--- src/rtl/mesi_isc_pkg.sv ---
// -----------------------------------------------------------------------------
// mesi_isc_pkg
// Shared encodings for the MESI inter-snoop controller and its protocol
// monitor: main-bus and coherence-bus commands, broadcast request type,
// monitor error codes and the tracked-broadcast queue entry.
// No ports (package).
// -----------------------------------------------------------------------------
package mesi_isc_pkg;

    // Queue entries are sized for the widest supported configuration; the
    // monitor zero-extends narrower addresses/core indices into them.
    localparam int MON_ADDR_MAX = 64;
    localparam int MON_SRC_W    = 3;

    typedef enum logic [2:0] {
        MBUS_NOP      = 3'd0,
        MBUS_WR       = 3'd1,
        MBUS_RD       = 3'd2,
        MBUS_WR_BROAD = 3'd3,
        MBUS_RD_BROAD = 3'd4
    } mbus_cmd_e;

    typedef enum logic [2:0] {
        CBUS_NOP      = 3'd0,
        CBUS_WR_SNOOP = 3'd1,
        CBUS_RD_SNOOP = 3'd2,
        CBUS_EN_WR    = 3'd3,
        CBUS_EN_RD    = 3'd4
    } cbus_cmd_e;

    typedef enum logic {
        BREQ_WR = 1'b0,
        BREQ_RD = 1'b1
    } breq_type_e;

    typedef enum logic [2:0] {
        ERR_NONE          = 3'd0,
        ERR_TIMEOUT       = 3'd1,
        ERR_ADDR_MISMATCH = 3'd2,
        ERR_SNOOP_TO_SRC  = 3'd3,
        ERR_EARLY_EN      = 3'd4,
        ERR_QUEUE_OVF     = 3'd5,
        ERR_SPURIOUS      = 3'd6,
        ERR_WRONG_TYPE    = 3'd7
    } err_code_e;

    typedef struct packed {
        logic [MON_SRC_W-1:0]    src;
        breq_type_e              btype;
        logic [MON_ADDR_MAX-1:0] addr;
    } mon_entry_t;

    function automatic cbus_cmd_e snoop_for(breq_type_e t);
        return (t == BREQ_WR) ? CBUS_WR_SNOOP : CBUS_RD_SNOOP;
    endfunction

    function automatic cbus_cmd_e enable_for(breq_type_e t);
        return (t == BREQ_WR) ? CBUS_EN_WR : CBUS_EN_RD;
    endfunction

endpackage

--- src/rtl/mesi_isc_mon_fifo.sv ---
// -----------------------------------------------------------------------------
// mesi_isc_mon_fifo
// Synchronous FIFO holding tracked broadcasts. Accepts up to NPUSH pushes per
// cycle, written in ascending port order; pushes that do not fit are dropped
// and flagged on drop_o. A pop in the same cycle frees its slot first.
// Ports:
//   clk, rst         clock, asynchronous active-low reset
//   push_i, data_i   per-port push request and entry
//   drop_o           per-port "push did not fit"
//   pop_i            remove head (ignored when empty)
//   head_o           current head entry (valid when !empty_o)
//   empty_o, full_o  occupancy flags
// -----------------------------------------------------------------------------
module mesi_isc_mon_fifo #(
    parameter int  DEPTH = 4,
    parameter int  NPUSH = 1,
    parameter type T     = logic
) (
    input  logic             clk,
    input  logic             rst,
    input  logic [NPUSH-1:0] push_i,
    input  T     [NPUSH-1:0] data_i,
    output logic [NPUSH-1:0] drop_o,
    input  logic             pop_i,
    output T                 head_o,
    output logic             empty_o,
    output logic             full_o
);

    localparam int PTR_W = $clog2(DEPTH);
    localparam int CNT_W = $clog2(DEPTH) + 1;

    T                 mem_q [DEPTH];
    logic [PTR_W-1:0] rd_ptr_q, wr_ptr_q;
    logic [CNT_W-1:0] cnt_q;

    logic             do_pop;
    logic [NPUSH-1:0] take;
    logic [CNT_W-1:0] slot [NPUSH];
    logic [CNT_W-1:0] n_take, space;

    assign empty_o = (cnt_q == '0);
    assign full_o  = (cnt_q == CNT_W'(DEPTH));
    assign head_o  = mem_q[rd_ptr_q];
    assign do_pop  = pop_i && !empty_o;

    // Lower ports claim free slots first.
    always_comb begin
        space  = CNT_W'(DEPTH) - cnt_q + CNT_W'(do_pop);
        n_take = '0;
        take   = '0;
        for (int i = 0; i < NPUSH; i++) begin
            slot[i] = n_take;
            if (push_i[i] && (n_take < space)) begin
                take[i] = 1'b1;
                n_take  = n_take + CNT_W'(1);
            end
        end
    end

    assign drop_o = push_i & ~take;

    always_ff @(posedge clk) begin
        for (int i = 0; i < NPUSH; i++) begin
            if (take[i]) mem_q[wr_ptr_q + PTR_W'(slot[i])] <= data_i[i];
        end
    end

    always_ff @(posedge clk or negedge rst) begin
        if (!rst) begin
            rd_ptr_q <= '0;
            wr_ptr_q <= '0;
            cnt_q    <= '0;
        end else begin
            if (do_pop) rd_ptr_q <= rd_ptr_q + PTR_W'(1);
            wr_ptr_q <= wr_ptr_q + PTR_W'(n_take);
            cnt_q    <= cnt_q + n_take - CNT_W'(do_pop);
        end
    end

endmodule

--- src/rtl/mesi_isc_proto_mon.sv ---
// -----------------------------------------------------------------------------
// mesi_isc_proto_mon
// Protocol monitor for mesi_isc. Queues accepted main-bus broadcasts, then
// checks, for the queue head, that every non-source core receives a matching
// snoop (acked) before the source core receives the matching enable.
// Violations are reported as registered errors; the first code is sticky.
// Optional feature macro: MESI_ISC_MON_LAT_EN (head-latency tracking on
// max_lat_o; without it max_lat_o is tied to 0).
// Ports:
//   clk, rst                          clock, asynchronous active-low reset
//   mbus_cmd_i/addr_i/ack_i           per-core main-bus command/address/ack
//   cbus_cmd_i/addr_i/ack_i           coherence-bus commands/address/acks
//   err_o                             one-cycle pulse per violating cycle
//   err_code_o, err_src_o             first error code / source core
//   busy_o                            broadcast queue non-empty
//   txn_cnt_o                         completed broadcasts (wrapping)
//   max_lat_o                         worst head latency (optional)
// -----------------------------------------------------------------------------
module mesi_isc_proto_mon
    import mesi_isc_pkg::*;
#(
    parameter int CORES   = 4,
    parameter int ADDR_W  = 32,
    parameter int DEPTH   = 4,
    parameter int TIMEOUT = 10
) (
    input  logic                       clk,
    input  logic                       rst,
    input  logic [3*CORES-1:0]         mbus_cmd_i,
    input  logic [ADDR_W*CORES-1:0]    mbus_addr_i,
    input  logic [CORES-1:0]           mbus_ack_i,
    input  logic [3*CORES-1:0]         cbus_cmd_i,
    input  logic [ADDR_W-1:0]          cbus_addr_i,
    input  logic [CORES-1:0]           cbus_ack_i,
    output logic                       err_o,
    output logic [2:0]                 err_code_o,
    output logic [$clog2(CORES)-1:0]   err_src_o,
    output logic                       busy_o,
    output logic [15:0]                txn_cnt_o,
    output logic [7:0]                 max_lat_o
);

    localparam int SRC_W = $clog2(CORES);
    localparam int TMR_W = $clog2(TIMEOUT + 1);

    typedef enum logic [1:0] {ST_IDLE, ST_SNOOP, ST_ENABLE} state_e;

    state_e             state_q;
    logic [CORES-1:0]   ack_mask_q;
    logic [TMR_W-1:0]   tmr_q;
    logic [15:0]        txn_q;
    logic               err_q;
    logic [2:0]         err_code_q;
    logic [SRC_W-1:0]   err_src_q;

    // ---------------------------------------------------------------- accept
    mon_entry_t [CORES-1:0] push_data;
    logic [CORES-1:0]       push_vld, push_drop;
    mon_entry_t             head;
    logic                   q_empty, unused_q_full, pop;

    always_comb begin
        push_vld  = '0;
        push_data = '0;
        for (int c = 0; c < CORES; c++) begin
            push_vld[c] = mbus_ack_i[c] &&
                          (mbus_cmd_i[3*c +: 3] == MBUS_WR_BROAD ||
                           mbus_cmd_i[3*c +: 3] == MBUS_RD_BROAD);
            push_data[c].src   = MON_SRC_W'(c);
            push_data[c].btype = (mbus_cmd_i[3*c +: 3] == MBUS_RD_BROAD) ? BREQ_RD : BREQ_WR;
            push_data[c].addr  = MON_ADDR_MAX'(mbus_addr_i[ADDR_W*c +: ADDR_W]);
        end
    end

    // Overflow is reported per dropped port, so the full flag is not needed.
    mesi_isc_mon_fifo #(
        .DEPTH (DEPTH),
        .NPUSH (CORES),
        .T     (mon_entry_t)
    ) u_fifo (
        .clk     (clk),
        .rst     (rst),
        .push_i  (push_vld),
        .data_i  (push_data),
        .drop_o  (push_drop),
        .pop_i   (pop),
        .head_o  (head),
        .empty_o (q_empty),
        .full_o  (unused_q_full)
    );

    // ----------------------------------------------------------- head checks
    // IDLE with a non-empty queue behaves as the first SNOOP cycle (mask and
    // timer cleared), so a snoop is already checked one cycle after accept.
    logic               has_head, fresh, in_snoop, in_enable;
    logic [CORES-1:0]   mask_cur, mask_new, src_oh, snp_dlv;
    logic [TMR_W-1:0]   tmr_cur, tmr_nxt;
    logic               complete, en_dlv, tmo, any_err;
    cbus_cmd_e          snp_exp, en_exp;
    logic [2:0]         cb [CORES];
    logic [7:1]         flag;
    logic [SRC_W-1:0]   fsrc [1:7];
    logic [2:0]         code_sel;
    logic [SRC_W-1:0]   src_sel;

    always_comb begin
        has_head  = !q_empty;
        fresh     = (state_q == ST_IDLE);
        in_snoop  = has_head && (state_q != ST_ENABLE);
        in_enable = has_head && (state_q == ST_ENABLE);
        mask_cur  = fresh ? '0 : ack_mask_q;
        tmr_cur   = fresh ? '0 : tmr_q;
        tmr_nxt   = tmr_cur + TMR_W'(1);
        snp_exp   = snoop_for(head.btype);
        en_exp    = enable_for(head.btype);
        src_oh    = '0;
        snp_dlv   = '0;
        en_dlv    = 1'b0;
        for (int j = 0; j < CORES; j++) begin
            cb[j]     = cbus_cmd_i[3*j +: 3];
            src_oh[j] = (head.src == MON_SRC_W'(j));
            snp_dlv[j] = in_snoop && !src_oh[j] && (cb[j] == snp_exp) && cbus_ack_i[j];
        end
        // Acks of this cycle count before judging the enable.
        mask_new = mask_cur | snp_dlv;
        complete = &(mask_new | src_oh);
        for (int j = 0; j < CORES; j++) begin
            if ((in_enable || (in_snoop && complete)) && src_oh[j] &&
                (cb[j] == en_exp) && cbus_ack_i[j])
                en_dlv = 1'b1;
        end
        tmo = has_head && !en_dlv && (tmr_nxt == TMR_W'(TIMEOUT));
        pop = en_dlv || tmo;
    end

    // Error flags; within one code the lowest lane is reported.
    always_comb begin
        flag = '0;
        for (int k = 1; k < 8; k++) fsrc[k] = '0;
        if (tmo) begin
            flag[ERR_TIMEOUT] = 1'b1;
            fsrc[ERR_TIMEOUT] = head.src[SRC_W-1:0];
        end
        for (int j = 0; j < CORES; j++) begin
            if (push_drop[j] && !flag[ERR_QUEUE_OVF]) begin
                flag[ERR_QUEUE_OVF] = 1'b1;
                fsrc[ERR_QUEUE_OVF] = SRC_W'(j);
            end
            if (!has_head) begin
                if (cb[j] != CBUS_NOP && !flag[ERR_SPURIOUS]) begin
                    flag[ERR_SPURIOUS] = 1'b1;
                    fsrc[ERR_SPURIOUS] = SRC_W'(j);
                end
            end else if (cb[j] == CBUS_WR_SNOOP || cb[j] == CBUS_RD_SNOOP) begin
                if (src_oh[j]) begin
                    if (!flag[ERR_SNOOP_TO_SRC]) begin
                        flag[ERR_SNOOP_TO_SRC] = 1'b1;
                        fsrc[ERR_SNOOP_TO_SRC] = SRC_W'(j);
                    end
                end else begin
                    if (head.addr != MON_ADDR_MAX'(cbus_addr_i) && !flag[ERR_ADDR_MISMATCH]) begin
                        flag[ERR_ADDR_MISMATCH] = 1'b1;
                        fsrc[ERR_ADDR_MISMATCH] = SRC_W'(j);
                    end
                    if (cb[j] != snp_exp && !flag[ERR_WRONG_TYPE]) begin
                        flag[ERR_WRONG_TYPE] = 1'b1;
                        fsrc[ERR_WRONG_TYPE] = SRC_W'(j);
                    end
                end
            end else if ((cb[j] == CBUS_EN_WR || cb[j] == CBUS_EN_RD) && src_oh[j]) begin
                if (in_snoop && !complete && !flag[ERR_EARLY_EN]) begin
                    flag[ERR_EARLY_EN] = 1'b1;
                    fsrc[ERR_EARLY_EN] = SRC_W'(j);
                end
                if (cb[j] != en_exp && !flag[ERR_WRONG_TYPE]) begin
                    flag[ERR_WRONG_TYPE] = 1'b1;
                    fsrc[ERR_WRONG_TYPE] = SRC_W'(j);
                end
            end
        end
        // Lowest code wins.
        any_err  = |flag;
        code_sel = '0;
        src_sel  = '0;
        for (int k = 7; k >= 1; k--) begin
            if (flag[k]) begin
                code_sel = 3'(k);
                src_sel  = fsrc[k];
            end
        end
    end

    // ------------------------------------------------------------- head FSM
    always_ff @(posedge clk or negedge rst) begin
        if (!rst) begin
            state_q    <= ST_IDLE;
            ack_mask_q <= '0;
            tmr_q      <= '0;
            txn_q      <= '0;
            err_q      <= 1'b0;
            err_code_q <= ERR_NONE;
            err_src_q  <= '0;
        end else begin
            err_q <= any_err;
            if (any_err && err_code_q == ERR_NONE) begin
                err_code_q <= code_sel;
                err_src_q  <= src_sel;
            end
            if (en_dlv) txn_q <= txn_q + 16'd1;
            // After a pop, IDLE re-enters SNOOP at once if entries remain.
            if (!has_head || pop) begin
                state_q    <= ST_IDLE;
                ack_mask_q <= '0;
                tmr_q      <= '0;
            end else begin
                state_q    <= (in_enable || complete) ? ST_ENABLE : ST_SNOOP;
                ack_mask_q <= mask_new;
                tmr_q      <= tmr_nxt;
            end
        end
    end

    assign err_o      = err_q;
    assign err_code_o = err_code_q;
    assign err_src_o  = err_src_q;
    assign busy_o     = !q_empty;
    assign txn_cnt_o  = txn_q;

`ifdef MESI_ISC_MON_LAT_EN
    // Latency counts the SNOOP entry cycle as 1, up to the delivery cycle.
    logic [7:0] max_lat_q, lat_now;

    always_comb begin
        if (32'(tmr_nxt) > 32'd255) lat_now = 8'hFF;
        else                        lat_now = 8'(tmr_nxt);
    end

    always_ff @(posedge clk or negedge rst) begin
        if (!rst)                                max_lat_q <= '0;
        else if (en_dlv && lat_now > max_lat_q)  max_lat_q <= lat_now;
    end

    assign max_lat_o = max_lat_q;
`else
    assign max_lat_o = '0;
`endif

endmodule

--- config.mk ---
export PLATFORM = sky130hd
export DESIGN_NAME = mesi_isc_proto_mon
export DESIGN_NICKNAME = d
export VERILOG_FILES = /design/src/rtl/mesi_isc_pkg.sv /design/src/rtl/mesi_isc_mon_fifo.sv /design/src/rtl/mesi_isc_proto_mon.sv
export SDC_FILE = /design/constraint.sdc
export NUM_CORES = 1
export LEC_CHECK = 0
export BUFFER_PORTS_ARGS = -buffer_cell sky130_fd_sc_hd__buf_2
export CORE_ASPECT_RATIO = 0.5
export CORE_MARGIN = 1
export CORE_UTILIZATION = 33
export CTS_BUF_LIST = sky130_fd_sc_hd__clkbuf_4
export CTS_CLUSTER_DIAMETER = 200
export CTS_CLUSTER_SIZE = 28
export DETAILED_ROUTE_END_ITERATION = 7
export GPL_ROUTABILITY_DRIVEN = 0
export GPL_TIMING_DRIVEN = 0
export PLACE_DENSITY_LB_ADDON = 0.12
export SYNTH_ARGS = -nofsm -noshare
export SYNTH_HDL_FRONTEND = slang
export SYNTH_SLANG_ARGS = --single-unit
--- constraint.sdc ---
create_clock -name clk -period 12.2 [get_ports clk]
set_clock_uncertainty 0.2 [all_clocks]
set_input_delay 0 -clock clk [delete_from_list [all_inputs] [get_ports clk]]
set_output_delay 0 -clock clk [all_outputs]
set_load 0.005 [all_outputs]
; Word level (Yosys, flattened, before mapping)
; Memories as Yosys holds them, arrays and structs flattened.
; Index checks and enable logic that the tools add are counted.
[word_totals]
register_bits = 39
n_memories = 1
mem_bits_rw = 140
output_inout_bits = 31
inputBits = 194
wordCells = 360
[classes]
addsub = 14
order_cmp = 4
mux = 170
n_reduce_logical = 110
n_eq_ne = 47
n_bitwise = 4
[memory_table]
columns = memory, words, word_bits, read_ports, rd_clocked_by_memory_dff, wr, line_no
row1 = u_fifo.mem_q, 4, 35, 1, 0, 4, mesi_isc_mon_fifo.sv:33  ; T mem_q [DEPTH];
[ops]
columns = operator, count
row1 = $mux W2, 52
row2 = $mux W1, 93
row3 = $ne A64 B32 Y1, 1
row4 = $logic_and A1 B1 Y1, 62
row5 = $mux W3, 15
row6 = $eq A3 B2 Y1 const B, 14
row7 = $mux W4, 7
row8 = $eq A3 B3 Y1 const B, 8
row9 = $logic_not A1 Y1, 22
row10 = $mux W6, 3
row11 = $add A16 B1 Y16 const B, 1
row12 = $logic_or A1 B1 Y1, 16
row13 = $eq A3 B1 Y1 const B, 5
row14 = $eq A3 B2 Y1, 4
row15 = $eq A3 B3 Y1, 4
row16 = $ne A3 B2 Y1, 4
row17 = $ne A3 B3 Y1, 4
row18 = $reduce_bool A3 Y1, 4
row19 = $logic_not A3 Y1, 3
row20 = $or A4 B4 Y4, 2
row21 = $reduce_or A7 Y1, 1
row22 = $add A2 B2 Y2, 3
row23 = $add A3 B1 Y3 const B, 2
row24 = $lt A3 B3 Y1, 2
row25 = other kinds (17), 17

; Depth between registers and ports, before layout
[depth]
depth_word = 53
mapped_depth = 40
mapped_depth_nobuf = 37

; By module
; From an unflattened synthesis, not the netlist that was laid out.
[unflattened]
hier_cells = 2070
area_unflattened_um2 = 22733.1
[by_module_without_submodules]
columns = module, n_inst, cells_each, area_each_um2, seq_area_each_um2
row1 = mesi_isc_mon_fifo, 1, 1701, 19655.1, 8343.0
row2 = mesi_isc_proto_mon, 1, 369, 3078.0, 800.8

; Least setup slack after synthesis
; OpenSTA, ideal clock, no wires.
[synth_path]
path_kind = reg2reg
startpoint = reg u_fifo.rd_ptr_q[0]
endpoint = mem u_fifo.mem_q[3][0] (netlist bit), enable pin
n_path_buf = 6
slack_ps = 4201
setup_ps = 390
synth_period_minus_slack_ps = 7999
arrival_ps = 7408
path_stages_with_launch = 35
t_required_ps = 11610
cell_sequence = dfrtp_1 > buf_6 > mux4_2 > buf_6 > mux2_1 > o311ai_0 > o211a_1 > a21boi_2 > nor3_2 > or2_2 > clkbuf_1 > inv_1 > ha_1 > inv_1 > ha_1 > xor2_1 > nor2_1 > o21ai_0 > and2_1 > clkbuf_1 > ha_1 > ha_1 > o21a_1 > o21bai_1 > nand2_1 > o21ai_1 > ha_1 > a21o_1 > a41oi_1 > a21oi_1 > nor2_1 > nand3b_1 > clkbuf_1 > buf_1 > nand2_1
[synth_rtl]
columns = item, line_no
row1 = "start, declared", mesi_isc_mon_fifo.sv:34  ; logic [PTR_W-1:0] rd_ptr_q, wr_ptr_q;
row2 = "start signal, assigned", mesi_isc_mon_fifo.sv:75  ; if (do_pop) rd_ptr_q <= rd_ptr_q + PTR_W'(1);
row3 = "end, declared", mesi_isc_mon_fifo.sv:33

==> impl_metrics.py <==
metrics = {
    "run_status": {
        "outcome": "finished with violations",
        "violations": "design-rule violations",
    },
    "global_routing": {
        "grt_pass1_vias": 13700,
        "grt_max_degree": 40,
        "antenna_found_initial": 2,
        "grt_pass1_wl_mm": 81.2,
        "grt_overflow": 0,
        "grt_use_total_pct": 29.2,
    },
    "synthesis": {
        "synth.area.top_cells": "edfxtp_1 (33%), dfrtp_1 (8.0%), a222oi_1 (7.9%)",
        "synth_edf_count": 132,
        "synth_cell_types": 79,
        "yosysSeqAreaShare_pct": 41.9,
        "async_reset_ff_share_pct": 21.8,
        "yosysTopAreaCell": "edfxtp_1",
        "ys_ff_latch": 179,
        "synth.cell_area_um2": 12200,
        "synth_top_area_share_pct": 32.5,
        "avgSynthCellArea_um2": 9.80,
        "synth_warnings": 0,
        "synth_flop_cell": "edfxtp_1",
        "synthCells": 1243,
    },
    "detailed_routing": {
        "vias": 13800,
        "viasPerCell": 6.01,
        "wirelength_mm": 55.4,
        "drtIter0Drc": 2388,
        "drc": 3,
        "post_drt_wl_per_cell_um": 24.2,
        "drtPass1Iterations": 8,
        "antenna_left": 0,
    },
    "cts": {
        "cts_tree": "yes",
        "clockBufferDepth": 2,
        "cts.sinks": 179,
        "cts_buffers": 17,
        "cts-root-buf": "clkbuf_4",
        "htree_levels": 4,
        "clkTransAtPathRegs_ns": 0.19,
        "clkLatencyLatePin_ns": 0.66,
        "cts_resized": 0,
        "postCtsSetupBuffers": 0,
    },
    "pwr": {
        "power_density_nw_per_um2": 177,
        "p_leak_nw": 6.81,
        "max-vdd-ir-drop_uv": 78.8,
        "p_total_mw": 3.07,
    },
    "hold_path": {
        "min_path_cells": 4,
        "hold_class": "primary input to register",
    },
    "setup_path": {
        "endpoint_kind": "register",
        "critPathSlowestCell": "nand2_2",
        "worstPathMaxFanout": 18,
        "path_common_cell": "ha_1",
        "cp.arrival_ns": 10.68,
        "crit_required_ns": 12.39,
        "start_kind": "register",
        "timing_worst_setup_path_type": "register to register",
        "r2r_cells": 36,
        "max_stage_delay_ns": 0.67,
    },
    "die": {
        "ioPinCount": 225,
        "dieHeight_um": 138,
        "core_area_um2": 36100,
        "die_x_um": 274,
        "num_rows": 49,
        "start_util_pct": 33.7,
        "dieArea_um2": 37700,
    },
    "timing": {
        "timing.fmax_mhz": 95.3,
        "tns_ns": 0,
        "slew_headroom_pct": 19.0,
        "slew_viol_final": 0,
        "layout_min_cycle_time_ns": 10.49,
        "period_share_pct": 86.0,
        "hold_viol": 0,
        "setup_violations": 0,
        "worst_slew_pin_slew_ns": 1.21,
        "rsz0062_at_grt": "false",
    },
    "placement": {
        "io_buffers": 215,
        "dpl.hpwl_mm": 36.2,
    },
    "final_layout": {
        "drive_above_1_share_pct": 18.6,
        "layout.nets": 2003,
        "area_growth_pct": 42.6,
        "layout_common_cells": "dlygate4sd3_1 (301), buf_2 (228), nor2_1 (178)",
        "final_common_cell": "dlygate4sd3_1",
        "fillCellCount": 3415,
    },
    "job": {
        "drv_cap": 0,
    },
}
[final cells by class]
class | instances | area [µm²] | share of cell area, %
Multi-Input combinational cell | 951 | 6580 | 37.9
Sequential cell | 179 | 5100 | 29.4
Buffer | 101 | 463 | 2.67
Clock buffer | 17 | 128 | 0.735
Antenna cell | 2 | 5.00 | 0.0288
Timing Repair Buffer | 522 | 4200 | 24.2
Clock inverter | 15 | 205 | 1.18
Inverter | 19 | 71.3 | 0.411
Tap cell | 484 | 606 | 3.49
[final timing paths]
path	start	endpoint	slack (ns)
min in group asynchronous	rst	txn_cnt_o[6]	0.13
worst max register to register	u_fifo.rd_ptr_q[0]	u_fifo.mem_q[3][12]	1.71
worst min register to register	txn_cnt_o[15]	txn_cnt_o[15]	0.28
worst min-delay path	mbus_addr_i[120]	u_fifo.mem_q[1][24]	0.04
max in group asynchronous	rst	u_fifo.wr_ptr_q[1]	11.42
worst max-delay path	u_fifo.rd_ptr_q[0]	u_fifo.mem_q[3][12]	1.71
[power by group]
| part | total, mW | internal, mW | leakage [nW] | switching (mW) |
|---|---|---|---|---|
| logic | 1.73 | 0.742 | 4.87 | 0.986 |
| registers | 0.942 | 0.874 | 1.77 | 0.0688 |
| clock network | 0.397 | 0.119 | 0.174 | 0.279 |
| total | 3.07 | 1.73 | 6.81 | 1.33 |
[cells by family (layout without fill, tap and decap cells)]
logic type	after synthesis	count (layout)	share of synthesized area (%)
mux	87	87	10.3
simple gates	397	397	15.4
xor+xnor	69	69	4.96
buf+inv	120	674	4.39
compound gates	372	372	21.2
flops	179	179	41.9
fa+ha+maj	18	18	1.91
other cells	1	10	0.0308
[cells in the mapped netlist (10+ instances only)]
cell	count
a21oi_1	153
a222oi_1	96
buf_2	13
buf_4	10
clkbuf_1	71
dfrtp_1	39
edfxtp_1	132
ha_1	17
inv_1	18
mux2i_1	51
mux4_2	30
nand2_1	91
nand2b_1	13
nand3_1	14
nand4_1	12
nor2_1	178
nor3_1	18
o21ai_0	48
xnor2_1	54
xor2_1	15
[worst max-delay path: cells and delay by family, from the launching register on]
| kind | cells | cell delay, ns |
|---|---|---|
| buf+inv | 10 | 2.82 |
| xor+xnor | 1 | 0.40 |
| compound gates | 9 | 1.68 |
| fa+ha+maj | 5 | 1.27 |
| flops | 1 | 0.38 |
| mux | 2 | 0.81 |
| simple gates | 9 | 2.60 |
[state kept, by name, indices dropped and copies added, names as in the netlist]
name and cells:
txn_cnt_o 16, u_fifo.mem_q 140, err_o 1, state_q 2, tmr_q 4, err_src_o 2, err_code_o 3, u_fifo.cnt_q 3
u_fifo.rd_ptr_q 2, u_fifo.wr_ptr_q 2, ack_mask_q 4
[metal layers]
metal	track usage [%]	routed length [µm]	part of all wire (%)
met5	0	0	0
met3	7.16	6390	12
met2	48.6	25800	47
met1	35.7	20900	38
met4	13.8	2260	4.1
[per-stage QoR]
step	hold WS (ns)	utilization [%]	worst slack [ns]	std cells	area [µm²]
3_3_place_gp	-0.0213	38.5	1.35	1949	13900
5_1_grt	0.0359	48.1	1.14	2290	17400
3_5_place_dp	-0.0101	38.7	2.01	1953	14000
4_1_cts	0.000681	48.0	1.94	2287	17300
2_1_floorplan	-0.496	-	4.20	1250	12200
6_report	0.0381	48.1	1.71	2290	17400
[repair_timing]
action	CTS	global route
hold buffers	302	0
endpoints found under the setup margin	0	0
endpoints found under the hold margin	193	0
No activity file was read; power rests on OpenSTA's default activity.
